[src/rtl/tivi_bus_pkg.sv]
// rtl/tivi_bus_pkg.sv - shared types and constants for the tivi register bus master
package tivi_bus_pkg;

   // Bus cycle phases of the master FSM
   typedef enum logic [2:0] {
      IDLE,
      SETUP,
      STROBE,
      HOLD,
      TURN
   } state_t;

   // One queued bus request
   typedef struct packed {
      logic       write;
      logic [3:0] rs;
      logic [7:0] wdata;
   } bus_req_t;

   // Register-select map shared with the tivi bus responder
   localparam logic [3:0] RS_ID     = 4'h0;
   localparam logic [3:0] RS_CTRL   = 4'h1;
   localparam logic [3:0] RS_STATUS = 4'h2;
   localparam logic [3:0] RS_DATA   = 4'h3;
   localparam logic [3:0] RS_IRQ    = 4'h7;

   // Phase counter reload value: a phase of n cycles counts n-1 down to 0
   function automatic logic [3:0] cnt_load(input int n);
      return 4'(n - 1);
   endfunction

endpackage

[src/rtl/tivi_bus_master_if.sv]
// rtl/tivi_bus_master_if.sv - request/response and tivi bus signal bundle
interface tivi_bus_master_if;
   logic       req_valid;
   logic       req_ready;
   logic       req_write;
   logic [3:0] req_rs;
   logic [7:0] req_wdata;
   logic       rsp_valid;
   logic [7:0] rsp_rdata;
   logic       busy;
   logic       csb;
   logic       rdb;
   logic       wrb;
   logic [3:0] rs;
   logic [7:0] db_out;
   logic       db_oe;
   logic [7:0] db_in;

   // Bus master side
   modport master (
      input  req_valid, req_write, req_rs, req_wdata, db_in,
      output req_ready, rsp_valid, rsp_rdata, busy,
      output csb, rdb, wrb, rs, db_out, db_oe
   );

   // Requester / responder side
   modport slave (
      output req_valid, req_write, req_rs, req_wdata, db_in,
      input  req_ready, rsp_valid, rsp_rdata, busy,
      input  csb, rdb, wrb, rs, db_out, db_oe
   );
endinterface

[src/rtl/tivi_req_fifo.sv]
// rtl/tivi_req_fifo.sv - 4-entry request queue in front of the bus master FSM
module tivi_req_fifo
   import tivi_bus_pkg::*;
(
   input  logic     clk,
   input  logic     resetb,
   input  logic     push,
   input  bus_req_t push_data,
   input  logic     pop,
   output bus_req_t pop_data,
   output logic     full,
   output logic     empty
);

   bus_req_t   mem [4];
   logic [1:0] wr_ptr;
   logic [1:0] rd_ptr;
   logic [2:0] count;
   logic       do_push;
   logic       do_pop;

   assign full     = (count == 3'd4);
   assign empty    = (count == 3'd0);
   assign do_push  = push && !full;
   assign do_pop   = pop && !empty;
   assign pop_data = mem[rd_ptr];

   // Storage array; contents need no reset since count gates visibility
   always_ff @(posedge clk) begin
      if (do_push) begin
         mem[wr_ptr] <= push_data;
      end
   end

   // Pointers and occupancy; reset flushes the queue
   always_ff @(posedge clk) begin
      if (!resetb) begin
         wr_ptr <= 2'd0;
         rd_ptr <= 2'd0;
         count  <= 3'd0;
      end else begin
         if (do_push) wr_ptr <= wr_ptr + 2'd1;
         if (do_pop)  rd_ptr <= rd_ptr + 2'd1;
         case ({do_push, do_pop})
            2'b10:   count <= count + 3'd1;
            2'b01:   count <= count - 3'd1;
            default: count <= count;
         endcase
      end
   end

endmodule

[src/rtl/tivi_bus_master.sv]
// rtl/tivi_bus_master.sv - tivi bus initiator with timed strobes; TIVI_BUSM_FIFO_EN adds a request FIFO
module tivi_bus_master
   import tivi_bus_pkg::*;
#(
   parameter int SETUP_CYC  = 2,
   parameter int STROBE_CYC = 4,
   parameter int HOLD_CYC   = 2
) (
   input  logic               clk,
   input  logic               resetb,
   tivi_bus_master_if.master  bus
);

   if (SETUP_CYC < 1 || SETUP_CYC > 15 || STROBE_CYC < 1 || STROBE_CYC > 15 ||
       HOLD_CYC < 1 || HOLD_CYC > 15) begin : g_bad_param
      $error("tivi_bus_master: SETUP_CYC/STROBE_CYC/HOLD_CYC must be in 1..15");
   end

   state_t     state;
   logic [3:0] cnt;
   logic       lat_write;
   logic       csb_q;
   logic       rdb_q;
   logic       wrb_q;
   logic       oe_q;
   logic       rsp_valid_q;
   logic [3:0] rs_q;
   logic [7:0] db_out_q;
   logic [7:0] rdata_q;
   logic       start;
   bus_req_t   next_req;
   bus_req_t   in_req;

   assign in_req = {bus.req_write, bus.req_rs, bus.req_wdata};

`ifdef TIVI_BUSM_FIFO_EN
   bus_req_t head;
   logic     fifo_full;
   logic     fifo_empty;
   logic     push;
   logic     pop;

   // An empty queue lets a new request bypass straight into SETUP
   assign start         = (state == IDLE || state == TURN) && (!fifo_empty || bus.req_valid);
   assign next_req      = fifo_empty ? in_req : head;
   assign pop           = start && !fifo_empty;
   assign push          = bus.req_valid && !fifo_full && !(start && fifo_empty);
   assign bus.req_ready = !fifo_full;
   assign bus.busy      = (state != IDLE) || !fifo_empty;

   tivi_req_fifo u_fifo (
      .clk       (clk),
      .resetb    (resetb),
      .push      (push),
      .push_data (in_req),
      .pop       (pop),
      .pop_data  (head),
      .full      (fifo_full),
      .empty     (fifo_empty)
   );
`else
   logic ready_q;

   assign start         = ready_q && bus.req_valid;
   assign next_req      = in_req;
   assign bus.req_ready = ready_q;
   assign bus.busy      = (state != IDLE);

   // Ready only while idle: dropped on accept, restored as TURN returns to IDLE
   always_ff @(posedge clk) begin
      if (!resetb) begin
         ready_q <= 1'b1;
      end else if (start) begin
         ready_q <= 1'b0;
      end else if (state == TURN) begin
         ready_q <= 1'b1;
      end
   end
`endif

   // Bus cycle FSM with a single phase down-counter and registered bus outputs
   always_ff @(posedge clk) begin
      if (!resetb) begin
         state       <= IDLE;
         cnt         <= 4'd0;
         lat_write   <= 1'b0;
         csb_q       <= 1'b1;
         rdb_q       <= 1'b1;
         wrb_q       <= 1'b1;
         oe_q        <= 1'b0;
         rs_q        <= 4'd0;
         db_out_q    <= 8'd0;
         rsp_valid_q <= 1'b0;
         rdata_q     <= 8'd0;
      end else begin
         rsp_valid_q <= 1'b0;
         if (start) begin
            state     <= SETUP;
            cnt       <= cnt_load(SETUP_CYC);
            lat_write <= next_req.write;
            csb_q     <= 1'b0;
            rs_q      <= next_req.rs;
            db_out_q  <= next_req.wdata;
            oe_q      <= next_req.write;
         end else begin
            case (state)
               SETUP: begin
                  if (cnt == 4'd0) begin
                     state <= STROBE;
                     cnt   <= cnt_load(STROBE_CYC);
                     rdb_q <= lat_write;
                     wrb_q <= !lat_write;
                  end else begin
                     cnt <= cnt - 4'd1;
                  end
               end
               STROBE: begin
                  if (cnt == 4'd0) begin
                     state <= HOLD;
                     cnt   <= cnt_load(HOLD_CYC);
                     rdb_q <= 1'b1;
                     wrb_q <= 1'b1;
                     if (!lat_write) rdata_q <= bus.db_in;
                  end else begin
                     cnt <= cnt - 4'd1;
                  end
               end
               HOLD: begin
                  if (cnt == 4'd0) begin
                     state       <= TURN;
                     cnt         <= 4'd0;
                     csb_q       <= 1'b1;
                     oe_q        <= 1'b0;
                     rsp_valid_q <= 1'b1;
                  end else begin
                     cnt <= cnt - 4'd1;
                  end
               end
               TURN:    state <= IDLE;
               default: state <= IDLE;
            endcase
         end
      end
   end

   assign bus.csb       = csb_q;
   assign bus.rdb       = rdb_q;
   assign bus.wrb       = wrb_q;
   assign bus.db_oe     = oe_q;
   assign bus.rs        = rs_q;
   assign bus.db_out    = db_out_q;
   assign bus.rsp_valid = rsp_valid_q;
   assign bus.rsp_rdata = rdata_q;

endmodule

[src/flat_wrapper.sv]
// flat-port wrapper written by rule: the top's interface ports become plain ports
module tivi_bus_master_flat import tivi_bus_pkg::*;
#(
   parameter int SETUP_CYC  = 2,
   parameter int STROBE_CYC = 4,
   parameter int HOLD_CYC   = 2
)
  (clk, resetb, bus_req_valid, bus_req_write, bus_req_rs, bus_req_wdata, bus_db_in, bus_req_ready, bus_rsp_valid, bus_rsp_rdata, bus_busy, bus_csb, bus_rdb, bus_wrb, bus_rs, bus_db_out, bus_db_oe);
  tivi_bus_master_if bus_i ();
  input  logic clk;
  input  logic resetb;
  input wire logic [$bits(bus_i.req_valid)-1:0] bus_req_valid;
  input wire logic [$bits(bus_i.req_write)-1:0] bus_req_write;
  input wire logic [$bits(bus_i.req_rs)-1:0] bus_req_rs;
  input wire logic [$bits(bus_i.req_wdata)-1:0] bus_req_wdata;
  input wire logic [$bits(bus_i.db_in)-1:0] bus_db_in;
  output wire logic [$bits(bus_i.req_ready)-1:0] bus_req_ready;
  output wire logic [$bits(bus_i.rsp_valid)-1:0] bus_rsp_valid;
  output wire logic [$bits(bus_i.rsp_rdata)-1:0] bus_rsp_rdata;
  output wire logic [$bits(bus_i.busy)-1:0] bus_busy;
  output wire logic [$bits(bus_i.csb)-1:0] bus_csb;
  output wire logic [$bits(bus_i.rdb)-1:0] bus_rdb;
  output wire logic [$bits(bus_i.wrb)-1:0] bus_wrb;
  output wire logic [$bits(bus_i.rs)-1:0] bus_rs;
  output wire logic [$bits(bus_i.db_out)-1:0] bus_db_out;
  output wire logic [$bits(bus_i.db_oe)-1:0] bus_db_oe;
  assign bus_i.req_valid = bus_req_valid;
  assign bus_i.req_write = bus_req_write;
  assign bus_i.req_rs = bus_req_rs;
  assign bus_i.req_wdata = bus_req_wdata;
  assign bus_i.db_in = bus_db_in;
  assign bus_req_ready = bus_i.req_ready;
  assign bus_rsp_valid = bus_i.rsp_valid;
  assign bus_rsp_rdata = bus_i.rsp_rdata;
  assign bus_busy = bus_i.busy;
  assign bus_csb = bus_i.csb;
  assign bus_rdb = bus_i.rdb;
  assign bus_wrb = bus_i.wrb;
  assign bus_rs = bus_i.rs;
  assign bus_db_out = bus_i.db_out;
  assign bus_db_oe = bus_i.db_oe;
  tivi_bus_master #(.SETUP_CYC(SETUP_CYC), .STROBE_CYC(STROBE_CYC), .HOLD_CYC(HOLD_CYC)) u_core (.clk(clk), .resetb(resetb), .bus(bus_i));
endmodule
[config.mk]
export PLATFORM = sky130hd
export DESIGN_NAME = tivi_bus_master_flat
export DESIGN_NICKNAME = d
export VERILOG_FILES = /design/src/rtl/tivi_bus_pkg.sv /design/src/rtl/tivi_bus_master_if.sv /design/src/rtl/tivi_req_fifo.sv /design/src/rtl/tivi_bus_master.sv /design/src/flat_wrapper.sv
export SDC_FILE = /design/constraint.sdc
export NUM_CORES = 1
export LEC_CHECK = 0
export CORE_UTILIZATION = 39
export CTS_CLUSTER_SIZE = 20
export DETAILED_ROUTE_END_ITERATION = 10
export HOLD_SLACK_MARGIN = 0.06
export PLACE_DENSITY_LB_ADDON = 0.05
export SETUP_SLACK_MARGIN = 0.15
export SYNTH_ARGS = -nofsm -noshare
export SYNTH_HDL_FRONTEND = slang
export SYNTH_SLANG_ARGS = --single-unit
[constraint.sdc]
create_clock -name clk -period 2 [get_ports clk]
set_clock_uncertainty 0.15 [all_clocks]
set_input_delay 0.6 -clock clk [delete_from_list [all_inputs] [get_ports clk]]
set_output_delay 0.6 -clock clk [all_outputs]
set_load 0.02 [all_outputs]
==> flow_summary_export.csv, run 1 <==
group,metric,value,unit
placement,numPortBuffers,50,
hold_path,hold_start,"u_core.bus.rsp_rdata[3]",
yosys,ys_seq_area_share,48.5,%
worst_setup_path,cp.arrival,1.16,ns
global_route,grt_overflow,0,
routing,dr.pass1.iters,4,
sta,grt_setup_unrepaired,"true",
worst_setup_path,worstPathCellList,"or3_4, buf_6",
power_and_ir_drop,p_leak,0.913,nW
clocking,clkTransAtPathRegs,0.10,ns
final_layout,drive_gt1_share,16.8,%
global_route,grt_usage,17.6,%
routing,ant_nets,0,
final_layout,layout_commonest_cell,"nand2_1",
yosys,ys.warnings.count,0,
power_and_ir_drop,power-per-cell-area,670,nW/µm²
final_layout,fin_cells,266,
worst_setup_path,cp_max_fo,2,
die,initial_core_util,41.4,%
worst_setup_path,r2r_start,"u_core.cnt[3]",
die,row_count,21,
yosys,synth_simple_gate_area_share,25.1,%
sta,final.setup.tns,0,ns
die,core-area,3390,µm²
worst_setup_path,critPathMaxStageDelay,0.37,ns
clocking,clk_latency,0.32,ns
sta,setup_ws,0.0882,ns
placement,detailed_place.area,2040,µm²
routing,post_drt_wl_per_cell,12.1,µm
final_layout,syn_to_final_growth,51.7,%
die,die-height,62.0,µm
yosys,synth_xor_area_share,0.624,%
worst_setup_path,path_class,"flop to output pin",
yosys,synth.avg_cell_area,8.93,µm²
global_route,grt_pass1_wl,4.90,mm
global_route,grt_pass1_vias,1180,
routing,via_per_inst,4.88,
worst_setup_path,startpoint_type,"flop",
status,status,"finished, final reports clean",
yosys,synth_fp_nets,181,
placement,place_ws,-0.150,ns
sta,min_period_over_period,95.6,%
routing,num_vias,1297,
routing,remaining_drc_errors,0,
sta,fin_crit,1.91,ns
clocking,cts_tree,"yes",
final_layout,final_area,2130,µm²
placement,gp_congestion,0.835,
final_layout,layout.nets,243,
yosys,synth_compound_area_share,15.1,%
final_layout,final_cell_mix,"nand2_1, dfxtp_1, dlygate4sd2_1, clkdlybuf4s50_1, buf_4",
yosys,netlist_area,1400,µm²
clocking,clock-root-buffer,"clkbuf_4",
routing,drt_wl_total,3.21,mm
sta,tightest_slew,0.342,ns
sta,finalSetupViolCount,0,
final_layout,fill_cells,309,
hold_path,hp-class,"flop to flop",
clocking,cts_htree_levels,2,
worst_setup_path,startpoint,"u_core.state[2]",
routing,dr.first_iter.drc_count,94,
die,die_area,3840,µm²
yosys,ys_seq_elements,34,
sta,maxSlewHeadroom,76.9,%
yosys,muxShareOfSynthArea,7.23,%
yosys,synth_top_family_by_area,"simple AND/OR/NAND/NOR gates",
die,ios,51,
worst_setup_path,end_kind,"output pin",
worst_setup_path,required,1.25,ns
sta,slew_violations,0,
global_route,antenna_found_initial,0,
clocking,cts_num_sinks,34,
sta,fmax,523,MHz
job,drv_cap,0,
global_route,grt_max_degree,32,
worst_setup_path,slowest_stage,"or3_4",
yosys,postSynthCellCount,157,
power_and_ir_drop,peakVddDrop,385,µV
yosys,synth_cell_type_count,35,
yosys,synthAdderAreaFrac,0,%
clocking,clk_path_buf_depth,2,
final_layout,antenna_cells,0,
placement,dp.cells,255,
die,die_w,62.0,µm
placement,dpl.hpwl,2.26,mm
clocking,cts_buffers,5,
sta,hold_viol,0,
power_and_ir_drop,finalPower,1.43,mW
==> sequential cells by signal, indices dropped and copies added, names as in the netlist <==
| register | cells |
|---|---|
| u_core.bus.db_out | 8 |
| u_core.bus.rsp_rdata | 8 |
| u_core.bus.rs | 4 |
| u_core.cnt | 4 |
| u_core.state | 3 |
| u_core.bus.csb | 1 |
| u_core.bus.db_oe | 1 |
| u_core.bus.rdb | 1 |
| u_core.bus.req_ready | 1 |
| u_core.bus.rsp_valid | 1 |
| u_core.bus.wrb | 1 |
| u_core.lat_write | 1 |
==> worst max-delay path: cells and delay by family (launching register included) <==
family / cells / cell delay [ns]
DFF: 1 / 0.33
buffers and inverters: 1 / 0.14
and+or+nand+nor: 1 / 0.37
==> cell usage after synthesis, drive strengths merged <==
library cell	count	area, µm²
or3	1	6.26
nand2b	1	6.26
a21oi	3	15.0
nor2	5	18.8
nor2b	2	12.5
nand4b	2	17.5
xnor2	1	8.76
dfxtp	34	681
o21ai	3	15.0
inv	2	7.51
or4	1	11.3
o311ai	1	8.76
and3b	1	8.76
a41o	1	10.0
nor3b	2	15.0
a22oi	1	7.51
a22o	1	8.76
nand2	45	169
o31a	1	8.76
a21boi	13	97.6
and3	2	12.5
o21bai	1	7.51
a211oi	1	7.51
o21ba	1	10.0
and2	1	6.26
clkbuf	11	41.3
nor4	4	46.3
o31ai	1	7.51
mux2i	9	90.1
nand3	2	10.0
a21o	1	7.51
or3b	1	11.3
mux2	1	11.3
==> kinds of logic after synthesis <==
logic type | Yosys count
AOI/OAI and AO/OA | 29
xor gates and xnor gates | 1
buffers and inverters | 13
DFF | 34
muxes | 10
and+or+nand+nor | 70
==> cell type report <==
type                       instances  area (µm²)  share of cell area [%]
clock buffer                       7        55.1                    2.59
clock inverter                     1        5.00                   0.235
inverter                           2        7.51                   0.353
multi-input combinational        110         699                    32.9
sequential                        34         686                    32.2
tap                               46        57.6                    2.71
timing repair buffer              66         617                    29.0
==> power breakdown <==
group          internal, mW  switching, mW
Combinational         0.154          0.147
Sequential            0.711         0.0247
Clock                 0.170          0.218
==> worst paths after layout <==
path | endpoint | slack [ns] | cells after the start
hold / removal | u_core.bus.rsp_rdata[3] | 0.31 | 2
hold reg to reg | u_core.bus.rsp_rdata[3] | 0.31 | 2
setup / recovery | bus_busy | 0.09 | 2
setup reg to reg | u_core.bus.rsp_rdata[1] | 0.22 | 4
==> per-layer routing <==
metal,track usage (%),up-vias,wire length [µm]
met3,6.00,4,189
met1,19.8,594,1360
met2,29.3,37,1630
met5,0,-,0
li1,-,662,-
met4,8.89,0,31
==> repair_timing <==
action,in CTS,in global routing
resized for setup,33,10
gates cloned,0,0
hold buffers,0,0
pin swaps,2,5
setup buffers,1,2
endpoints found under the hold margin,0,0
setup endpoints to repair,28,12
==> stage by stage <==
stage                     hold WS [ns]  util (%)
after detailed placement         0.303      60.2
after CTS                        0.316      61.5
after floorplan                  0.332         -
after global placement           0.294      60.2
after global routing             0.330      62.8
final                            0.312      62.8
(Power assumes the default switching activity.)
==> inputs of run 2 (changes only) <==
--- a/config.mk
+++ b/config.mk
@@ -5,7 +5,7 @@
 export SDC_FILE = /design/constraint.sdc
 export NUM_CORES = 1
 export LEC_CHECK = 0
-export CORE_UTILIZATION = 39
+export CORE_UTILIZATION = 43
 export CTS_CLUSTER_SIZE = 20
 export DETAILED_ROUTE_END_ITERATION = 10
 export HOLD_SLACK_MARGIN = 0.06
==> constraint.sdc (replaced) <==
create_clock -name clk -period 2.1 [get_ports clk]
set_clock_uncertainty 0.15 [all_clocks]
set_input_delay 0.63 -clock clk [delete_from_list [all_inputs] [get_ports clk]]
set_output_delay 0.63 -clock clk [all_outputs]
set_load 0.02 [all_outputs]
==> flow_summary_export.csv, run 2 (synthesis results as in run 1) <==
group,metric,value,unit
sta,grt_setup_unrepaired,"true",
final_layout,drive_gt1_share,12.6,%
sta,finalSetupViolCount,0,
die,die-height,59.1,µm
global_route,grt_usage,19.6,%
routing,post_drt_wl_per_cell,12.1,µm
sta,tightest_slew,0.430,ns
worst_setup_path,worstPathCellList,"or3_4, buf_6",
hold_path,hp-class,"flop to flop",
clocking,cts_htree_levels,2,
final_layout,fill_cells,283,
placement,numPortBuffers,50,
worst_setup_path,crit_family,"simple AND/OR/NAND/NOR gates",
sta,maxSlewHeadroom,71.1,%
die,core-area,3080,µm²
job,drv_cap,0,
final_layout,layout.nets,239,
worst_setup_path,cp_max_fo,2,
worst_setup_path,critPathMaxStageDelay,0.37,ns
sta,fmax,515,MHz
global_route,grt_pass1_wl,4.95,mm
clocking,clk_latency,0.33,ns
global_route,grt_max_degree,44,
clocking,clk_path_buf_depth,2,
final_layout,final_cell_mix,"nand2_1, dfxtp_1, dlygate4sd2_1, clkdlybuf4s50_1, a21boi_0",
routing,dr.first_iter.drc_count,37,
routing,num_vias,1262,
clocking,cts_buffers,5,
sta,fin_crit,1.94,ns
worst_setup_path,worst-path-buf-inv,1,
final_layout,antenna_cells,0,
clocking,cts_num_sinks,34,
global_route,antenna_found_initial,0,
routing,ant_nets,0,
status,status,"finished, final reports clean",
clocking,clock-root-buffer,"clkbuf_4",
die,die_w,59.1,µm
die,row_count,20,
die,die_area,3490,µm²
routing,via_per_inst,4.89,
sta,worst_hold_slack,0.310,ns
sta,min_period_over_period,92.4,%
final_layout,syn_to_final_growth,47.4,%
final_layout,layout_commonest_cell,"nand2_1",
clocking,hold_buffers,0,
die,ios,51,
power_and_ir_drop,p_leak,0.867,nW
power_and_ir_drop,peakVddDrop,411,µV
worst_setup_path,path_class,"flop to output pin",
routing,remaining_drc_errors,0,
clocking,clkTransAtPathRegs,0.09,ns
sta,slew_violations,0,
clocking,cts_setup_buffers,0,
power_and_ir_drop,power-per-cell-area,642,nW/µm²
worst_setup_path,end_kind,"output pin",
clocking,cts_tree,"yes",
worst_setup_path,cp.arrival,1.16,ns
routing,drt_wl_total,3.11,mm
placement,dp.cells,252,
global_route,grt_overflow,0,
worst_setup_path,slowest_stage,"or3_4",
final_layout,fin_cells,258,
placement,dpl.hpwl,2.23,mm
die,initial_core_util,45.6,%
worst_setup_path,startpoint_type,"flop",
global_route,grt_pass1_vias,1164,
placement,gp_congestion,0.842,
worst_setup_path,required,1.32,ns
sta,hold_viol,0,
routing,dr.pass1.iters,4,
## run 2: worst paths after layout
path | endpoint | startpoint | slack (ns) | depth (start not counted)
worst max-delay path | bus_busy | u_core.state[1] | 0.16 | 2
worst max register to register | u_core.bus.wrb | u_core.cnt[2] | 0.23 | 3
worst min register to register | u_core.bus.db_out[5] | u_core.bus.db_out[5] | 0.31 | 2
worst min-delay path | u_core.bus.db_out[5] | u_core.bus.db_out[5] | 0.31 | 2
## run 2: layout make-up
type                       instances  area, µm²  area share [%]
multi-input combinational        110        687            33.2
sequential                        34        682            33.0
timing repair buffer              62        584            28.3
tap                               44       55.1            2.66
clock buffer                       6       51.3            2.48
inverter                           2       7.51           0.363
## run 2: power breakdown
group | leakage (nW) | switching [mW] | internal [mW]
registers | 0.278 | 0.0223 | 0.677
clock network | 0.0302 | 0.197 | 0.151
logic | 0.559 | 0.139 | 0.142
total | 0.867 | 0.358 | 0.970
## run 2: stage by stage
stage	util, %	setup TNS [ns]	total power, mW	area [µm²]	setup WS [ns]
after global placement	66.0	-0.419	0.996	2030	-0.0910
after CTS	66.5	0	1.34	2050	0.143
after floorplan	-	0	0.859	1400	0.153
final	67.2	0	1.33	2070	0.159
after global routing	67.2	0	1.40	2070	0.0991
after detailed placement	66.0	-0.782	1.00	2030	-0.144
## run 2: layer usage
layer	GRT usage [%]	wire, µm	vias up
met2	31.5	1490	37
met4	8.16	45	0
met1	22.6	1370	573
met3	8.73	204	5
li1	-	-	647
met5	0	0	-
## run 2: worst reg2reg max path, stage by stage, from the launching register on
cell     delay, ns
dfxtp_1       0.36
or4_4         0.61
nor4_4        0.28
mux2_2        0.37
## run 2: repair_timing
item,in CTS,in global routing
endpoints found under the hold margin,0,0
setup endpoints to repair,27,2
gates resized for setup,30,5
